[config.mk]
export PLATFORM = sky130hd
export DESIGN_NAME = pwm_divider_flat
export DESIGN_NICKNAME = d
export VERILOG_FILES = /design/src/rtl/pwm_scale_pkg.sv /design/src/rtl/pwm_divider_if.sv /design/src/rtl/pwm_period_meter.sv /design/src/rtl/pwm_divider.sv /design/src/flat_wrapper.sv
export SDC_FILE = /design/constraint.sdc
export NUM_CORES = 1
export LEC_CHECK = 0
export ABC_AREA = 0
export CORE_UTILIZATION = 50
export CTS_CLUSTER_SIZE = 12
export DETAILED_ROUTE_END_ITERATION = 8
export PLACE_DENSITY = 0.74
export SLEW_MARGIN = 20
export SYNTH_ARGS = -nofsm -noshare
export SYNTH_HDL_FRONTEND = slang
export SYNTH_SLANG_ARGS = --single-unit
[constraint.sdc]
create_clock -name clk -period 4.3 [get_ports clk]
set_input_delay 0.645 -clock clk [delete_from_list [all_inputs] [get_ports clk]]
set_output_delay 0.645 -clock clk [all_outputs]
set_load 0.005 [all_outputs]
[src/rtl/pwm_scale_pkg.sv]
// rtl/pwm_scale_pkg.sv - shared FSM states and default sizing for the PWM divider
package pwm_scale_pkg;

   localparam int DEF_CNT_W = 16;
   localparam int DEF_DIV   = 25;

   typedef enum logic [1:0] {M_IDLE, M_HIGH, M_LOW} meas_state_t;
   typedef enum logic [1:0] {G_IDLE, G_HIGH, G_LOW} gen_state_t;

endpackage

[src/rtl/pwm_divider_if.sv]
// rtl/pwm_divider_if.sv - pin bundle between the PWM divider and its environment
interface pwm_divider_if;

   logic pwm_in;
   logic pwm_out;
   logic locked;
   logic overflow;

   modport master (output pwm_in, input pwm_out, input locked, input overflow);
   modport slave  (input pwm_in, output pwm_out, output locked, output overflow);

endinterface

[src/rtl/pwm_period_meter.sv]
// rtl/pwm_period_meter.sv - synchronizes pwm_in and measures high/low widths rise to rise
module pwm_period_meter
   import pwm_scale_pkg::*;
#(
   parameter int CNT_W = DEF_CNT_W
)
(
   input  logic             clk,
   input  logic             rst_n,
   input  logic             pwm_in,
   output logic [CNT_W-1:0] meas_high,
   output logic [CNT_W-1:0] meas_low,
   output logic             meas_valid,
   output logic             sat,
   output logic             overflow
);

   localparam logic [CNT_W-1:0] CNT_MAX = '1;
   localparam logic [CNT_W-1:0] CNT_ONE = CNT_W'(1);

   logic             sync_a;
   logic             sync_b;
   logic             level_prev;
   logic             rise;
   logic             fall;
   meas_state_t      state;
   logic [CNT_W-1:0] high_cnt;
   logic [CNT_W-1:0] low_cnt;

   assign rise = sync_b & ~level_prev;
   assign fall = ~sync_b & level_prev;

   // Combinational so the generator can drop out on the same edge the flag sets.
   assign sat = ((state == M_HIGH) && sync_b && (high_cnt == CNT_MAX)) ||
                ((state == M_LOW) && !sync_b && (low_cnt == CNT_MAX));

   always_ff @(posedge clk) begin
      if (!rst_n) begin
         sync_a     <= 1'b0;
         sync_b     <= 1'b0;
         level_prev <= 1'b0;
         state      <= M_IDLE;
         high_cnt   <= '0;
         low_cnt    <= '0;
         meas_high  <= '0;
         meas_low   <= '0;
         meas_valid <= 1'b0;
         overflow   <= 1'b0;
      end else begin
         sync_a     <= pwm_in;
         sync_b     <= sync_a;
         level_prev <= sync_b;
         meas_valid <= 1'b0;
         if (sat) begin
            overflow <= 1'b1;
            state    <= M_IDLE;
         end else begin
            case (state)
               M_IDLE: begin
                  if (rise) begin
                     high_cnt <= CNT_ONE;
                     state    <= M_HIGH;
                  end
               end
               M_HIGH: begin
                  if (fall) begin
                     low_cnt <= CNT_ONE;
                     state   <= M_LOW;
                  end else begin
                     high_cnt <= high_cnt + CNT_ONE;
                  end
               end
               M_LOW: begin
                  if (rise) begin
                     meas_high  <= high_cnt;
                     meas_low   <= low_cnt;
                     meas_valid <= 1'b1;
                     high_cnt   <= CNT_ONE;
                     state      <= M_HIGH;
                  end else begin
                     low_cnt <= low_cnt + CNT_ONE;
                  end
               end
               default: state <= M_IDLE;
            endcase
         end
      end
   end

endmodule

[src/rtl/pwm_divider.sv]
// rtl/pwm_divider.sv - regenerates pwm_in at DIV times the period with the same duty
module pwm_divider
   import pwm_scale_pkg::*;
#(
   parameter int CNT_W = DEF_CNT_W,
   parameter int DIV   = DEF_DIV,
   parameter int OUT_W = CNT_W + 8
)
(
   input  logic          clk,
   input  logic          rst_n,
   pwm_divider_if.slave  bus
);

   localparam logic [OUT_W-1:0] DIV_K = OUT_W'(DIV);
   localparam logic [OUT_W-1:0] ONE   = OUT_W'(1);

   logic [CNT_W-1:0] meas_high;
   logic [CNT_W-1:0] meas_low;
   logic             meas_valid;
   logic             sat;
   logic             overflow;

   logic [OUT_W-1:0] new_high;
   logic [OUT_W-1:0] new_low;
   logic [OUT_W-1:0] tgt_high;
   logic [OUT_W-1:0] tgt_low;
   logic [OUT_W-1:0] shadow_high;
   logic [OUT_W-1:0] shadow_low;
   logic             shadow_valid;
   logic [OUT_W-1:0] phase;
   gen_state_t       state;
   logic             pwm_level;
   logic             lock_flag;

   pwm_period_meter #(.CNT_W(CNT_W)) meter (
      .clk        (clk),
      .rst_n      (rst_n),
      .pwm_in     (bus.pwm_in),
      .meas_high  (meas_high),
      .meas_low   (meas_low),
      .meas_valid (meas_valid),
      .sat        (sat),
      .overflow   (overflow)
   );

   assign new_high = OUT_W'(meas_high) * DIV_K;
   assign new_low  = OUT_W'(meas_low) * DIV_K;

   assign bus.pwm_out  = pwm_level;
   assign bus.locked   = lock_flag;
   assign bus.overflow = overflow;

   always_ff @(posedge clk) begin
      if (!rst_n) begin
         state        <= G_IDLE;
         phase        <= '0;
         tgt_high     <= '0;
         tgt_low      <= '0;
         shadow_high  <= '0;
         shadow_low   <= '0;
         shadow_valid <= 1'b0;
         pwm_level    <= 1'b0;
         lock_flag    <= 1'b0;
      end else if (sat) begin
         state        <= G_IDLE;
         phase        <= '0;
         shadow_valid <= 1'b0;
         pwm_level    <= 1'b0;
         lock_flag    <= 1'b0;
      end else begin
         case (state)
            G_IDLE: begin
               if (meas_valid) begin
                  tgt_high  <= new_high;
                  tgt_low   <= new_low;
                  phase     <= ONE;
                  state     <= G_HIGH;
                  pwm_level <= 1'b1;
                  lock_flag <= 1'b1;
               end
            end
            G_HIGH: begin
               if (meas_valid) begin
                  shadow_high  <= new_high;
                  shadow_low   <= new_low;
                  shadow_valid <= 1'b1;
               end
               if (phase == tgt_high) begin
                  phase     <= ONE;
                  state     <= G_LOW;
                  pwm_level <= 1'b0;
               end else begin
                  phase <= phase + ONE;
               end
            end
            G_LOW: begin
               if (phase == tgt_low) begin
                  // Period boundary: a measurement landing right now beats the shadow.
                  phase        <= ONE;
                  state        <= G_HIGH;
                  pwm_level    <= 1'b1;
                  shadow_valid <= 1'b0;
                  if (meas_valid) begin
                     tgt_high <= new_high;
                     tgt_low  <= new_low;
                  end else if (shadow_valid) begin
                     tgt_high <= shadow_high;
                     tgt_low  <= shadow_low;
                  end
               end else begin
                  phase <= phase + ONE;
                  if (meas_valid) begin
                     shadow_high  <= new_high;
                     shadow_low   <= new_low;
                     shadow_valid <= 1'b1;
                  end
               end
            end
            default: begin
               state     <= G_IDLE;
               pwm_level <= 1'b0;
               lock_flag <= 1'b0;
            end
         endcase
      end
   end

endmodule

[src/flat_wrapper.sv]
// flat-port wrapper written by rule: the top's interface ports become plain ports
module pwm_divider_flat import pwm_scale_pkg::*;
#(
   parameter int CNT_W = DEF_CNT_W,
   parameter int DIV   = DEF_DIV,
   parameter int OUT_W = CNT_W + 8
)
  (clk, rst_n, bus_pwm_in, bus_pwm_out, bus_locked, bus_overflow);
  pwm_divider_if bus_i ();
  input  logic clk;
  input  logic rst_n;
  input wire logic [$bits(bus_i.pwm_in)-1:0] bus_pwm_in;
  output wire logic [$bits(bus_i.pwm_out)-1:0] bus_pwm_out;
  output wire logic [$bits(bus_i.locked)-1:0] bus_locked;
  output wire logic [$bits(bus_i.overflow)-1:0] bus_overflow;
  assign bus_i.pwm_in = bus_pwm_in;
  assign bus_pwm_out = bus_i.pwm_out;
  assign bus_locked = bus_i.locked;
  assign bus_overflow = bus_i.overflow;
  pwm_divider #(.CNT_W(CNT_W), .DIV(DIV), .OUT_W(OUT_W)) u_core (.clk(clk), .rst_n(rst_n), .bus(bus_i));
endmodule
==> out/qor.csv <==
stage,metric,value,unit
logic_synthesis,synthFlopType,dfxtp_1,
drt,first_iter_violations,562,
hold_path,whs_endpoint,u_core.meter.sync_b$_SDFF_PN0_,
run,maxCapViolations,0,
logic_synthesis,syn_nets,1568,
logic_synthesis,synth_seq_cells,196,
final_layout,drive_gt1_share,6.70,%
setup_path,worstPathArrival,4.07,ns
final_layout,seq_area,3920,um^2
drt,dr_total_vias,9269,
sta,fin_crit_sh,87.9,%
setup_path,endpoint_kind,flop,
floorplanning,placementRows,55,
setup_path,startpoint_type,flop,
final_layout,instances_no_fill,1715,
logic_synthesis,yosysSeqAreaShare,33.2,%
pwr,p_leak,5.03,nW
setup_path,cp.required,4.59,ns
sta,max_freq,0.264,GHz
pwr,ir_drop,0.184,mV
drt,wl_per_cell,14.5,um
logic_synthesis,syn_area_per_cell,8.25,um^2
logic_synthesis,synth_xor_area_share,7.72,%
sta,setup_viol,0,
clock_network,cts_sinks,196,
drt,drc_errors,0,
sta,drv_slew,0,
global_route,antenna_found_initial,0,
clock_network,htreeDepth,4,
sta,tns,0,ns
clock_network,numCtsBuffers,17,
clock_network,cts-root-buf,clkbuf_16,
floorplanning,dieArea,24200,um^2
logic_synthesis,synthArstFlopShare,0,%
floorplanning,ios,6,
place,gp_congestion,0.871,
final_layout,synthToLayoutAreaGrowth,6.24,%
final_layout,fillers,2070,
place,placedCellCount,1683,
clock_network,holdBufCountCts,0,
setup_path,reg2reg_to,u_core.tgt_low[20]$_SDFFE_PN0P_,
global_route,grt_pass1_vias,8727,
status,outcome,completed,
sta,min_period,3.78,ns
final_layout,multiInputGateArea,7080,um^2
logic_synthesis,synth_top_family_by_area,simple AND/OR/NAND/NOR gates,
sta,rsz0062_at_grt,false,
global_route,grt_max_degree,62,
clock_network,clk_pin_slew_worst_paths,0.07,ns
sta,fin_skew,0.00984,ns
pwr,power.density,280,nW/um^2
pwr,p_total,3.51,mW
clock_network,clock_path_buffers,2,
floorplanning,die_h,156,um
hold_path,holdPathStages,1,
logic_synthesis,synthMuxAreaShare,0.424,%
final_layout,nets,1526,
sta,maxSlewHeadroom,34.9,%
drt,wirelength,24800,um
global_route,grt_overflow_total,0,
floorplanning,die_w,156,um
setup_path,crit_type,flop to flop,
clock_network,cts_setup_buffers,0,
setup_path,crit_fanout,5,
logic_synthesis,synthAdderAreaFrac,15.6,%
logic_synthesis,synth_area,11800,um^2
logic_synthesis,yosysWarnings,0,
clock_network,insertion_delay,0.43,ns
logic_synthesis,synth_edf_count,0,
place,port_buffers,5,
drt,drt_pre_antenna_iters,5,
place,dp_hpwl,17700,um
final_layout,antenna-diode-count,0,
drt,viasPerCell,5.40,
setup_path,reg2reg_depth,14,
drt,antenna_left,0,
logic_synthesis,synthSimpleGateAreaFrac,19.4,%
logic_synthesis,postSynthCellCount,1431,
floorplanning,coreArea,22900,um^2
sta,worst_slew_pin_slew,0.977,ns
global_route,track_usage,21.3,%
setup_path,worstReg2RegStart,u_core.meter.meas_low[4]$_SDFFE_PN0P_,
hold_path,min_from,u_core.meter.sync_a$_SDFF_PN0_,
hold_path,hold_path_class,flop to flop,
logic_synthesis,synth_compound_area_share,16.7,%
place,placed_area,12000,um^2
setup_path,regToRegSetupSlack,0.52,ns
clock_network,cts-resized-gates,0,
logic_synthesis,yosysUniqueCellTypes,66,
sta,hold_viol_final,0,
final_layout,post-route-cell-area,12500,um^2
clock_network,cts_tree,done,
floorplanning,initial_core_util,51.5,%
global_route,grt_pass1_wl,41800,um
==> kinds of logic (layout without fill, tap and decap cells) <==
family,count (synthesis),count (layout)
xor gates and xnor gates,104,104
DFF,196,196
muxes,5,5
buffers and inverters,189,160
adders and majority gates,134,134
AOI/OAI and AO/OA,293,293
and+or+nand+nor,510,510
==> sequential cells by signal, indices dropped and copies added, names as in the netlist, 2 cells and up <==
name                    cells
u_core.shadow_high         24
u_core.meter.meas_high     16
u_core.phase               24
u_core.tgt_low             24
u_core.meter.state          2
u_core.meter.meas_low      16
u_core.meter.high_cnt      16
u_core.tgt_high            24
u_core.meter.low_cnt       16
u_core.state                2
u_core.shadow_low          24
==> cells in the final DEF, fill, tap and decap left out, types with 5 or more instances in the layout <==
cell type and count:
ha_1 112, nand4_1 20, o21ai_0 55, mux2i_1 5
o31ai_1 8, nor2_2 11, and2_1 15, clkinv_2 6
a211oi_1 12, a21oi_1 123, xor2_1 26, inv_1 111
xnor2_1 78, a31oi_1 11, a311oi_2 25, clkbuf_16 17
a21o_1 8, a311oi_1 5, o211ai_1 8, clkdlybuf4s50_1 5
dfxtp_1 196, buf_4 10, nor2_1 93, nand2_1 254
nand2b_1 11, fa_1 22, or3_1 5, nand3_1 38
o21a_1 6, nor2b_1 9, and3_1 19, nor3_1 12
==> critical path, cell delays in order, from the launching register on <==
cell and delay (ns):
dfxtp_1 0.41, ha_1 0.28, ha_1 0.29, inv_1 0.06
fa_1 0.51, inv_1 0.05, ha_1 0.35, o21ai_0 0.25
o21ai_1 0.12, a311o_1 0.40, a41o_1 0.26, a21o_1 0.18
a21oi_1 0.17, xnor2_1 0.16, o221ai_1 0.15
==> area by class of cell <==
class	instances	share of cell area (%)
tap	313	3.12
inverter	112	3.37
multi-input combinational	1046	56.5
clock inverter	13	1.05
clock buffer	19	3.53
timing repair buffer	16	1.16
sequential	196	31.3
==> cell usage after synthesis, types with 9 or more instances <==
| cell type | count | area share, % |
|---|---|---|
| nand2_1 | 255 | 8.1 |
| dfxtp_1 | 196 | 33 |
| a21oi_1 | 123 | 5.2 |
| ha_1 | 112 | 12 |
| inv_1 | 111 | 3.5 |
| nor2_1 | 95 | 3.0 |
| xnor2_1 | 78 | 5.8 |
| o21ai_0 | 55 | 2.3 |
| clkbuf_1 | 41 | 1.3 |
| nand3_1 | 38 | 1.6 |
| xor2_1 | 26 | 1.9 |
| a311oi_2 | 25 | 3.2 |
| fa_1 | 22 | 3.7 |
| buf_2 | 20 | 0.85 |
| nand4_1 | 20 | 1.1 |
| and3_1 | 19 | 1.0 |
| and2_1 | 16 | 0.85 |
| a211oi_1 | 12 | 0.76 |
| nor3_1 | 12 | 0.51 |
| a31oi_1 | 11 | 0.58 |
| nand2b_1 | 11 | 0.58 |
| nor2_2 | 10 | 0.53 |
| buf_4 | 9 | 0.57 |
| nor2b_1 | 9 | 0.48 |
==> per-layer routing <==
layer	share of wire (%)	global-route usage, %	up-vias
met1	47	28.2	4286
met5	0	0	-
met3	4.0	2.69	34
li1	-	-	4751
met4	1.7	8.12	0
met2	47	35.3	198
==> stage by stage <==
stage | hold WS, ns | setup WS (ns) | utilization, %
after global placement | 0.415 | 0.700 | 52.2
final | 0.436 | 0.519 | 54.7
after detailed placement | 0.431 | 0.630 | 52.2
after floorplan | 0.412 | 0.862 | -
after global routing | 0.463 | 0.281 | 54.7
after CTS | 0.445 | 0.555 | 54.7
==> power by group <==
group          internal [mW]  switching [mW]  total [mW]
registers               1.82         0.00783        1.83
clock network          0.872           0.706        1.58
logic                 0.0318          0.0749       0.107
==> worst max-delay path by stage <==
| stage | from | end | slack [ns] | cells past startpoint |
|---|---|---|---|---|
| global placement | u_core.meter.meas_low[2]$_SDFFE_PN0P_ | u_core.tgt_low[20]$_SDFFE_PN0P_ | 0.70 | 12 |
| global route | u_core.meter.meas_low[4]$_SDFFE_PN0P_ | u_core.tgt_low[17]$_SDFFE_PN0P_ | 0.28 | 14 |
| detailed placement | u_core.meter.meas_low[3]$_SDFFE_PN0P_ | u_core.tgt_low[19]$_SDFFE_PN0P_ | 0.63 | 14 |
| CTS | u_core.meter.meas_low[4]$_SDFFE_PN0P_ | u_core.tgt_low[20]$_SDFFE_PN0P_ | 0.56 | 14 |
| floorplan | u_core.meter.meas_low[2]$_SDFFE_PN0P_ | u_core.tgt_low[20]$_SDFFE_PN0P_ | 0.86 | 12 |
| finish | u_core.meter.meas_low[4]$_SDFFE_PN0P_ | u_core.tgt_low[20]$_SDFFE_PN0P_ | 0.52 | 14 |
Note: power is estimated with default switching activity, not from simulation.
